File: src/rtl/fifo_pkg.sv
// Shared constants for the FIFO control slice: pointer/count widths, depth and
// default occupancy thresholds used by fifo_ctrl and its pointer counters.
package fifo_pkg;

  localparam int FIFO_PTR_W     = 3;
  localparam int FIFO_DEPTH     = 1 << FIFO_PTR_W;
  localparam int FIFO_CNT_W     = FIFO_PTR_W + 1;
  localparam int FIFO_AF_THRESH = 6;
  localparam int FIFO_AE_THRESH = 2;

  // Transaction classification used when deciding whether a request is legal.
  typedef enum logic [1:0] {
    REQ_NONE  = 2'b00,
    REQ_OK    = 2'b01,
    REQ_OVER  = 2'b10,
    REQ_UNDER = 2'b11
  } fifo_req_e;

endpackage

File: src/rtl/fifo_ptr.sv
// Wrap-around address counter for the FIFO storage RAM. Advances by one on each
// cycle with inc high; natural binary overflow gives the 2**W-1 -> 0 wrap.
module fifo_ptr
  import fifo_pkg::*;
#(
  parameter int W = FIFO_PTR_W
) (
  input  logic         clk,
  input  logic         reset,
  input  logic         inc,
  output logic [W-1:0] ptr
);

  logic [W-1:0] ptr_reg;

  // Pointer register: cleared asynchronously, steps on accepted operations.
  always_ff @(posedge clk or posedge reset) begin
    if (reset) begin
      ptr_reg <= '0;
    end else if (inc) begin
      ptr_reg <= ptr_reg + 1'b1;
    end
  end

  assign ptr = ptr_reg;

endmodule

File: src/rtl/fifo_ctrl.sv
// Control unit for one FIFO in front of its storage RAM: accepts push/pop
// requests, drives the RAM strobes and addresses, tracks occupancy and flags.
// Build option FIFO_ERR_STICKY_EN: when defined, error latches until reset;
// otherwise error is a one-cycle registered pulse after each illegal request.
module fifo_ctrl
  import fifo_pkg::*;
#(
  parameter int PTR_WIDTH = FIFO_PTR_W,
  parameter int AF_THRESH = FIFO_AF_THRESH,
  parameter int AE_THRESH = FIFO_AE_THRESH
) (
  input  logic                 clk,
  input  logic                 reset,
  input  logic                 push,
  input  logic                 pop,
  output logic [PTR_WIDTH-1:0] wr_ptr,
  output logic [PTR_WIDTH-1:0] rd_ptr,
  output logic                 write_enable,
  output logic                 read_enable,
  output logic                 data_valid,
  output logic                 full,
  output logic                 empty,
  output logic                 almost_full,
  output logic                 almost_empty,
  output logic [PTR_WIDTH:0]   count,
  output logic                 error
);

  localparam int CNT_W = PTR_WIDTH + 1;
  localparam logic [CNT_W-1:0] DEPTH_C = CNT_W'(1 << PTR_WIDTH);
  localparam logic [CNT_W-1:0] AF_C    = CNT_W'(AF_THRESH);
  localparam logic [CNT_W-1:0] AE_C    = CNT_W'(AE_THRESH);

  logic [CNT_W-1:0]     count_reg;
  logic                 data_valid_reg;
  logic                 error_reg;
  logic                 acc_wr;
  logic                 acc_rd;
  fifo_req_e            wr_req;
  fifo_req_e            rd_req;
  logic                 illegal;
  logic [1:0]           inc_vec;
  logic [PTR_WIDTH-1:0] ptr_vec [2];

  // Flags come straight from the registered count, no extra latency.
  always_comb begin
    full         = (count_reg == DEPTH_C);
    empty        = (count_reg == '0);
    almost_full  = (count_reg >= AF_C);
    almost_empty = (count_reg <= AE_C);
  end

  // Request classification: a push into a full FIFO is still fine when a pop
  // frees the slot in the same cycle (RAM reads the old word first); a pop
  // from an empty FIFO is always rejected since there is no write bypass.
  always_comb begin
    wr_req = REQ_NONE;
    rd_req = REQ_NONE;
    if (push) begin
      wr_req = (!full || pop) ? REQ_OK : REQ_OVER;
    end
    if (pop) begin
      rd_req = (!empty) ? REQ_OK : REQ_UNDER;
    end
    acc_wr  = (wr_req == REQ_OK) && !reset;
    acc_rd  = (rd_req == REQ_OK) && !reset;
    illegal = (wr_req == REQ_OVER) || (rd_req == REQ_UNDER);
  end

  assign write_enable = acc_wr;
  assign read_enable  = acc_rd;

  // Occupancy, read-data-valid tracking and error reporting.
  always_ff @(posedge clk or posedge reset) begin
    if (reset) begin
      count_reg      <= '0;
      data_valid_reg <= 1'b0;
      error_reg      <= 1'b0;
    end else begin
      case ({acc_wr, acc_rd})
        2'b10:   count_reg <= count_reg + 1'b1;
        2'b01:   count_reg <= count_reg - 1'b1;
        default: count_reg <= count_reg;
      endcase
      // The RAM registers its read, so the word is on its output one cycle later.
      data_valid_reg <= acc_rd;
`ifdef FIFO_ERR_STICKY_EN
      error_reg <= error_reg | illegal;
`else
      error_reg <= illegal;
`endif
    end
  end

  assign inc_vec = {acc_rd, acc_wr};

  // Index 0 is the write pointer, index 1 the read pointer.
  generate
    for (genvar gi = 0; gi < 2; gi++) begin : g_ptr
      fifo_ptr #(.W(PTR_WIDTH)) u_ptr (
        .clk   (clk),
        .reset (reset),
        .inc   (inc_vec[gi]),
        .ptr   (ptr_vec[gi])
      );
    end
  endgenerate

  assign wr_ptr     = ptr_vec[0];
  assign rd_ptr     = ptr_vec[1];
  assign count      = count_reg;
  assign data_valid = data_valid_reg;
  assign error      = error_reg;

endmodule

File: config.mk
export PLATFORM = sky130hd
export DESIGN_NAME = fifo_ctrl
export DESIGN_NICKNAME = d
export VERILOG_FILES = /design/src/rtl/fifo_pkg.sv /design/src/rtl/fifo_ptr.sv /design/src/rtl/fifo_ctrl.sv
export SDC_FILE = /design/constraint.sdc
export NUM_CORES = 1
export LEC_CHECK = 0
export CAP_MARGIN = 10
export CORE_MARGIN = 2
export CORE_UTILIZATION = 32
export CTS_CLUSTER_DIAMETER = 120
export DETAILED_ROUTE_END_ITERATION = 8
export PLACE_DENSITY = 0.57
export SYNTH_ARGS = -nofsm -noshare
export SYNTH_HDL_FRONTEND = slang
export SYNTH_SLANG_ARGS = --single-unit
File: constraint.sdc
create_clock -name clk -period 5.2 [get_ports clk]
set_clock_uncertainty 0.05 [all_clocks]
set_input_delay 1.3 -clock clk [delete_from_list [all_inputs] [get_ports clk]]
set_output_delay 1.3 -clock clk [all_outputs]
set_load 0.01 [all_outputs]
# After elaboration in Yosys (flattened, before gate mapping)
# Index checks and enable logic that the tools add are counted.
[totals]
ff_bits = 12
memories = 0
mem_bits_rw = 0
output_inout_bits = 18
latchBits = 0
mem_bits_ro = 0
input_bits = 4
[classes]
bitwise = 0
addsub = 4
mux = 5
mul = 0
n_div = 0
magnitude_cmp = 2
n_reduce_logical = 8
n_eq_ne = 7
n_shift = 0
[ops]
columns = ["operator", "n"]
rows = [
  ["two-way mux 2 bit", 4],
  ["one-hot mux 4 bit (2 select lines)", 1],
  ["adder 3 x 1 -> 3 bit, second input constant", 2],
  ["equality test 2 x 1 -> 1 bit, second input constant", 3],
  ["equality test 2 bit, second input constant", 3],
  ["adder 4 x 1 -> 4 bit, second input constant", 1],
  ["equality test 4 bit, second input constant", 1],
  [">= comparator 4 x 3 -> 1 bit, second input constant", 1],
  ["less-or-equal comparator 4 x 2 -> 1 bit, second input constant", 1],
  ["logical NOT 4 bit", 1],
  ["subtractor 4 x 1 -> 4 bit, second input constant", 1],
  ["logical AND 1 bit", 2],
  ["logical NOT 1 bit", 2],
  ["logical OR 1 bit", 2],
  ["nonzero test 2 bit", 1],
]

# Longest topological paths before layout
[depth]
word_depth = 9
mapped_depth = 8

# Hierarchy
# Synthesis repeated with hierarchy kept, for this count alone.
[hier_totals]
cells_unflattened = 63
hier_area_um2 = 690.7
[modules_own_cells]
columns = ["mod", "area_each_um2", "cells_per_inst", "seq_area_each_um2", "instances"]
rows = [
  ["fifo_ctrl", 435.4, 45, 150.1, 1],
  ["fifo_ptr", 127.6, 9, 75.1, 2],
]

# Worst setup path after synthesis
# No wires, ideal clock.
[synth_timing]
path_type = "input to register"
from = "input reset"
to = "register count_reg[3], in the netlist count[3]"
t_arrival_ns = 3.145
stages = 6
slack_ns = 1.871
t_required_ns = 5.016
path_cell_list = "nor3b_2 -> ha_1 -> ha_1 -> or4b_2 -> o311ai_0 -> o211ai_1"
[synth_between]
elab_chain_cells = 4
[synth_lines]
columns = ["item", "line", "text"]
rows = [
  ["start: declaration", "fifo_ctrl.sv:13", "input logic reset,"],
  ["logical NOT 1 bit (no source line) (*)", "--", ""],
  ["logical AND 1 bit, on equally long branches", "fifo_ctrl.sv:66, fifo_ctrl.sv:65", ""],
  ["equality test 2 x 1 -> 1 bit or equality test 2 bit (tied branches)", "fifo_ctrl.sv:80", "case ({acc_wr, acc_rd})"],
  ["one-hot mux 4 bit (2 select lines) or nonzero test 2 bit (tied branches)", "--", ""],
  ["end signal: assignment", "fifo_ctrl.sv:81", "2'b10: count_reg <= count_reg + 1'b1;"],
  ["end signal: assignment", "fifo_ctrl.sv:82", "2'b01: count_reg <= count_reg - 1'b1;"],
  ["end signal: assignment", "fifo_ctrl.sv:83", "default: count_reg <= count_reg;"],
  ["end: declaration", "fifo_ctrl.sv:34", "logic [CNT_W-1:0] count_reg;"],
]
# Every way passes the cells marked *; elsewhere a longest branch is shown, timed or not.
# A chain may end at the register's enable or synchronous reset.

# Worst setup path in the final report
[layout_timing]
from = "input pop"
to = "output read_enable"
[layout_between]
elab_chain_cells = 3
[layout_lines]
columns = ["item", "line", "text"]
rows = [
  ["start: declaration", "fifo_ctrl.sv:15", "input logic pop,"],
  ["two-way mux 2 bit", "fifo_ctrl.sv:62", "if (pop) begin"],
  ["equality test 2 x 1 -> 1 bit", "fifo_ctrl.sv:66", "acc_rd = (rd_req == REQ_OK) && !reset;"],
  ["logical AND 1 bit", "fifo_ctrl.sv:66", ""],
  ["end: declaration", "fifo_ctrl.sv:19", "output logic read_enable,"],
]
# No other way between the ends.

==> results_dict.tcl <==
set metrics [dict create \
    cts_resized 0 \
    grt_antenna_before_repair 0 \
    path_max_fanout 6 \
    rsz0062_at_grt "false" \
    synth_area_leader_cell "dfrtp_1" \
    clock_path_buffers 2 \
    postSynthCellCount 63 \
    clk_latency_ps 260 \
    crit_required_ps 3850 \
    grt_pass1_vias 516 \
    ys_ff_latch 12 \
    layout-area-overhead-vs-synth_pct 38.7 \
    met1_usage_pct 14.9 \
    post_drt_wl_per_cell_um 11.2 \
    hold_viol 0 \
    largest_reg_flops 6 \
    drv_slew 0 \
    core_area_um2 2150 \
    crit_path_end_kind "output port" \
    cts_setup_buffers 0 \
    grt_usage_pct 11.9 \
    grt_pass1_wl_mm 2.30 \
    portBuffers 21 \
    gr-max-usage-layer "met2" \
    hp-class "reg2reg" \
    antennaDiodeCount 0 \
    drtPass1Iterations 4 \
    layout-drive-gt1-share_pct 12.8 \
    min_period_over_period_pct 81.8 \
    max_cap_viol_count 0 \
    drt_iter0_drc 4 \
    htree_levels 1 \
    clockRootBuffer "clkbuf_4" \
    max_slew_margin_pct 70.4 \
    grt_use_met3_pct 2.63 \
    tightest_slew_ps 444 \
    status "finished, final reports clean" \
    vias 554 \
    num-nets-final 97 \
    vias_per_cell 4.86 \
    synth_cell_types 30 \
    synth.avg_cell_area_um2 11.2 \
    ant_nets 0 \
    yosysWarnings 0 \
    drcViolationCount 0 \
    die_area_um2 2600 \
    syn-num-nets 73 \
    die_w_um 51.0 \
    leakage_nw 0.413 \
    overflow 0 \
    clk_transition_reported_paths_ps 70 \
    powerDensity_nw_per_um2 570 \
    cts_sinks 12 \
    ctsHoldBuffers 0 \
    path_class "in2out" \
    finalSetupViolations 0 \
    cts_buffers 3 \
    synth_area_leaders "dfrtp_1, ha_1, inv_1, xnor2_1, xor2_1" \
    core.rowCount 17 \
    arrival_ps 2900 \
    cp-start-kind "primary input" \
    hpwlAfterDp_mm 1.01 \
    grt_max_degree 13 \
    post-route-min-period_ps 4250 \
    netlist_area_um2 706 \
    yosysTopAreaCellShare_pct 42.6 \
    worst_ir_drop_vdd_v 0.000267 \
    fin_setup_tns_ps 0 \
    ios 22 \
    routed_wl_mm 1.28 \
    globalplace.congestion 0.731 \
    total_power_mw 0.557 \
    fmax_ghz 0.235 \
    use_met2_pct 18.6 \
    ys_seq_area_share_pct 42.6 \
    die_height_um 51.0 \
    cts_tree "yes" \
    initial_core_util_pct 32.8 \
]
[cell usage after synthesis]
cell type,count
nor3b_2,1
a211oi_1,1
nand3_1,1
dfrtp_1,12
nor3b_1,2
or4b_2,1
nand2_1,4
nand4_1,1
o21ai_1,1
nor4bb_1,1
nor4_2,1
ha_1,5
a21o_1,1
nor2b_1,1
o21ai_0,2
xor2_1,3
buf_2,1
or4b_4,1
inv_1,7
o21ai_4,1
o211ai_1,2
mux2_1,1
clkbuf_1,1
nor2_1,1
o311ai_0,1
mux2_2,2
a21oi_1,2
fa_1,1
xnor2_1,3
a2111o_1,1
[layer usage]
metal / wire length (um) / share of wire (%) / up-vias
li1: - / - / 270
met1: 596 / 47 / 264
met2: 598 / 47 / 18
met3: 75 / 5.9 / 2
met4: 10 / 0.78 / 0
met5: 0 / 0 / -
[worst max-delay path, cell delays in order]
cell             delay, ps
clkdlybuf4s50_1        610
nor3b_2                390
clkdlybuf4s50_1        610
[cell type report]
| class | count | area [um^2] |
|---|---|---|
| fill | 210 | 1170 |
| multi-input combinational | 42 | 370 |
| tap | 28 | 35.0 |
| inverter | 7 | 26.3 |
| clock buffer | 4 | 36.3 |
| timing repair buffer | 21 | 210 |
| sequential | 12 | 300 |
[report_power, final]
group	total [mW]	switching, mW	internal (mW)
Sequential	0.193	0.0559	0.137
Combinational	0.294	0.120	0.174
Clock	0.0705	0.0280	0.0425
[layout by cell type (no fill, tap or decap), types with 2 or more instances in the layout]
| master | synthesis | routed |
|---|---|---|
| clkdlybuf4s50_1 | 0 | 21 |
| dfrtp_1 | 12 | 12 |
| inv_1 | 7 | 7 |
| ha_1 | 5 | 5 |
| nand2_1 | 4 | 4 |
| xor2_1 | 3 | 3 |
| xnor2_1 | 3 | 3 |
| clkbuf_4 | 0 | 3 |
| mux2_2 | 2 | 2 |
| o211ai_1 | 2 | 2 |
| nor3b_1 | 2 | 2 |
| a21oi_1 | 2 | 2 |
| o21ai_0 | 2 | 2 |
[cell families after synthesis]
logic type | synth area share, %
AOI/OAI and AO/OA | 12.9
xor gates and xnor gates | 7.45
adders and majority gates | 11.7
buffers and inverters | 4.96
DFF | 42.6
muxes | 4.79
and+or+nand+nor | 15.6
[final timing paths]
check | start | to | slack (ps) | cells after the start
max reg2reg | count[0] | count[3] | 2190 | 7
min reg2reg | g_ptr[1].u_ptr.ptr[2] | g_ptr[1].u_ptr.ptr[2] | 420 | 1
min | g_ptr[1].u_ptr.ptr[2] | g_ptr[1].u_ptr.ptr[2] | 420 | 1
max | pop | read_enable | 950 | 3
min in group asynchronous | reset | data_valid | 1390 | 2
max in group asynchronous | reset | error | 3400 | 2
[metrics by stage]
step                area, um^2  util (%)  setup WS, ps  cells  hold slack [ps]
finish                     978      45.5           946    114              418
CTS                        978      45.5           919    114              424
floorplan                  706         -          1870     63              454
detailed placement         942      43.9           931    110              414
global placement           942      43.9           963    110              406
global route               978      45.5           848    114              443
Note: power is estimated with default switching activity, not from simulation.
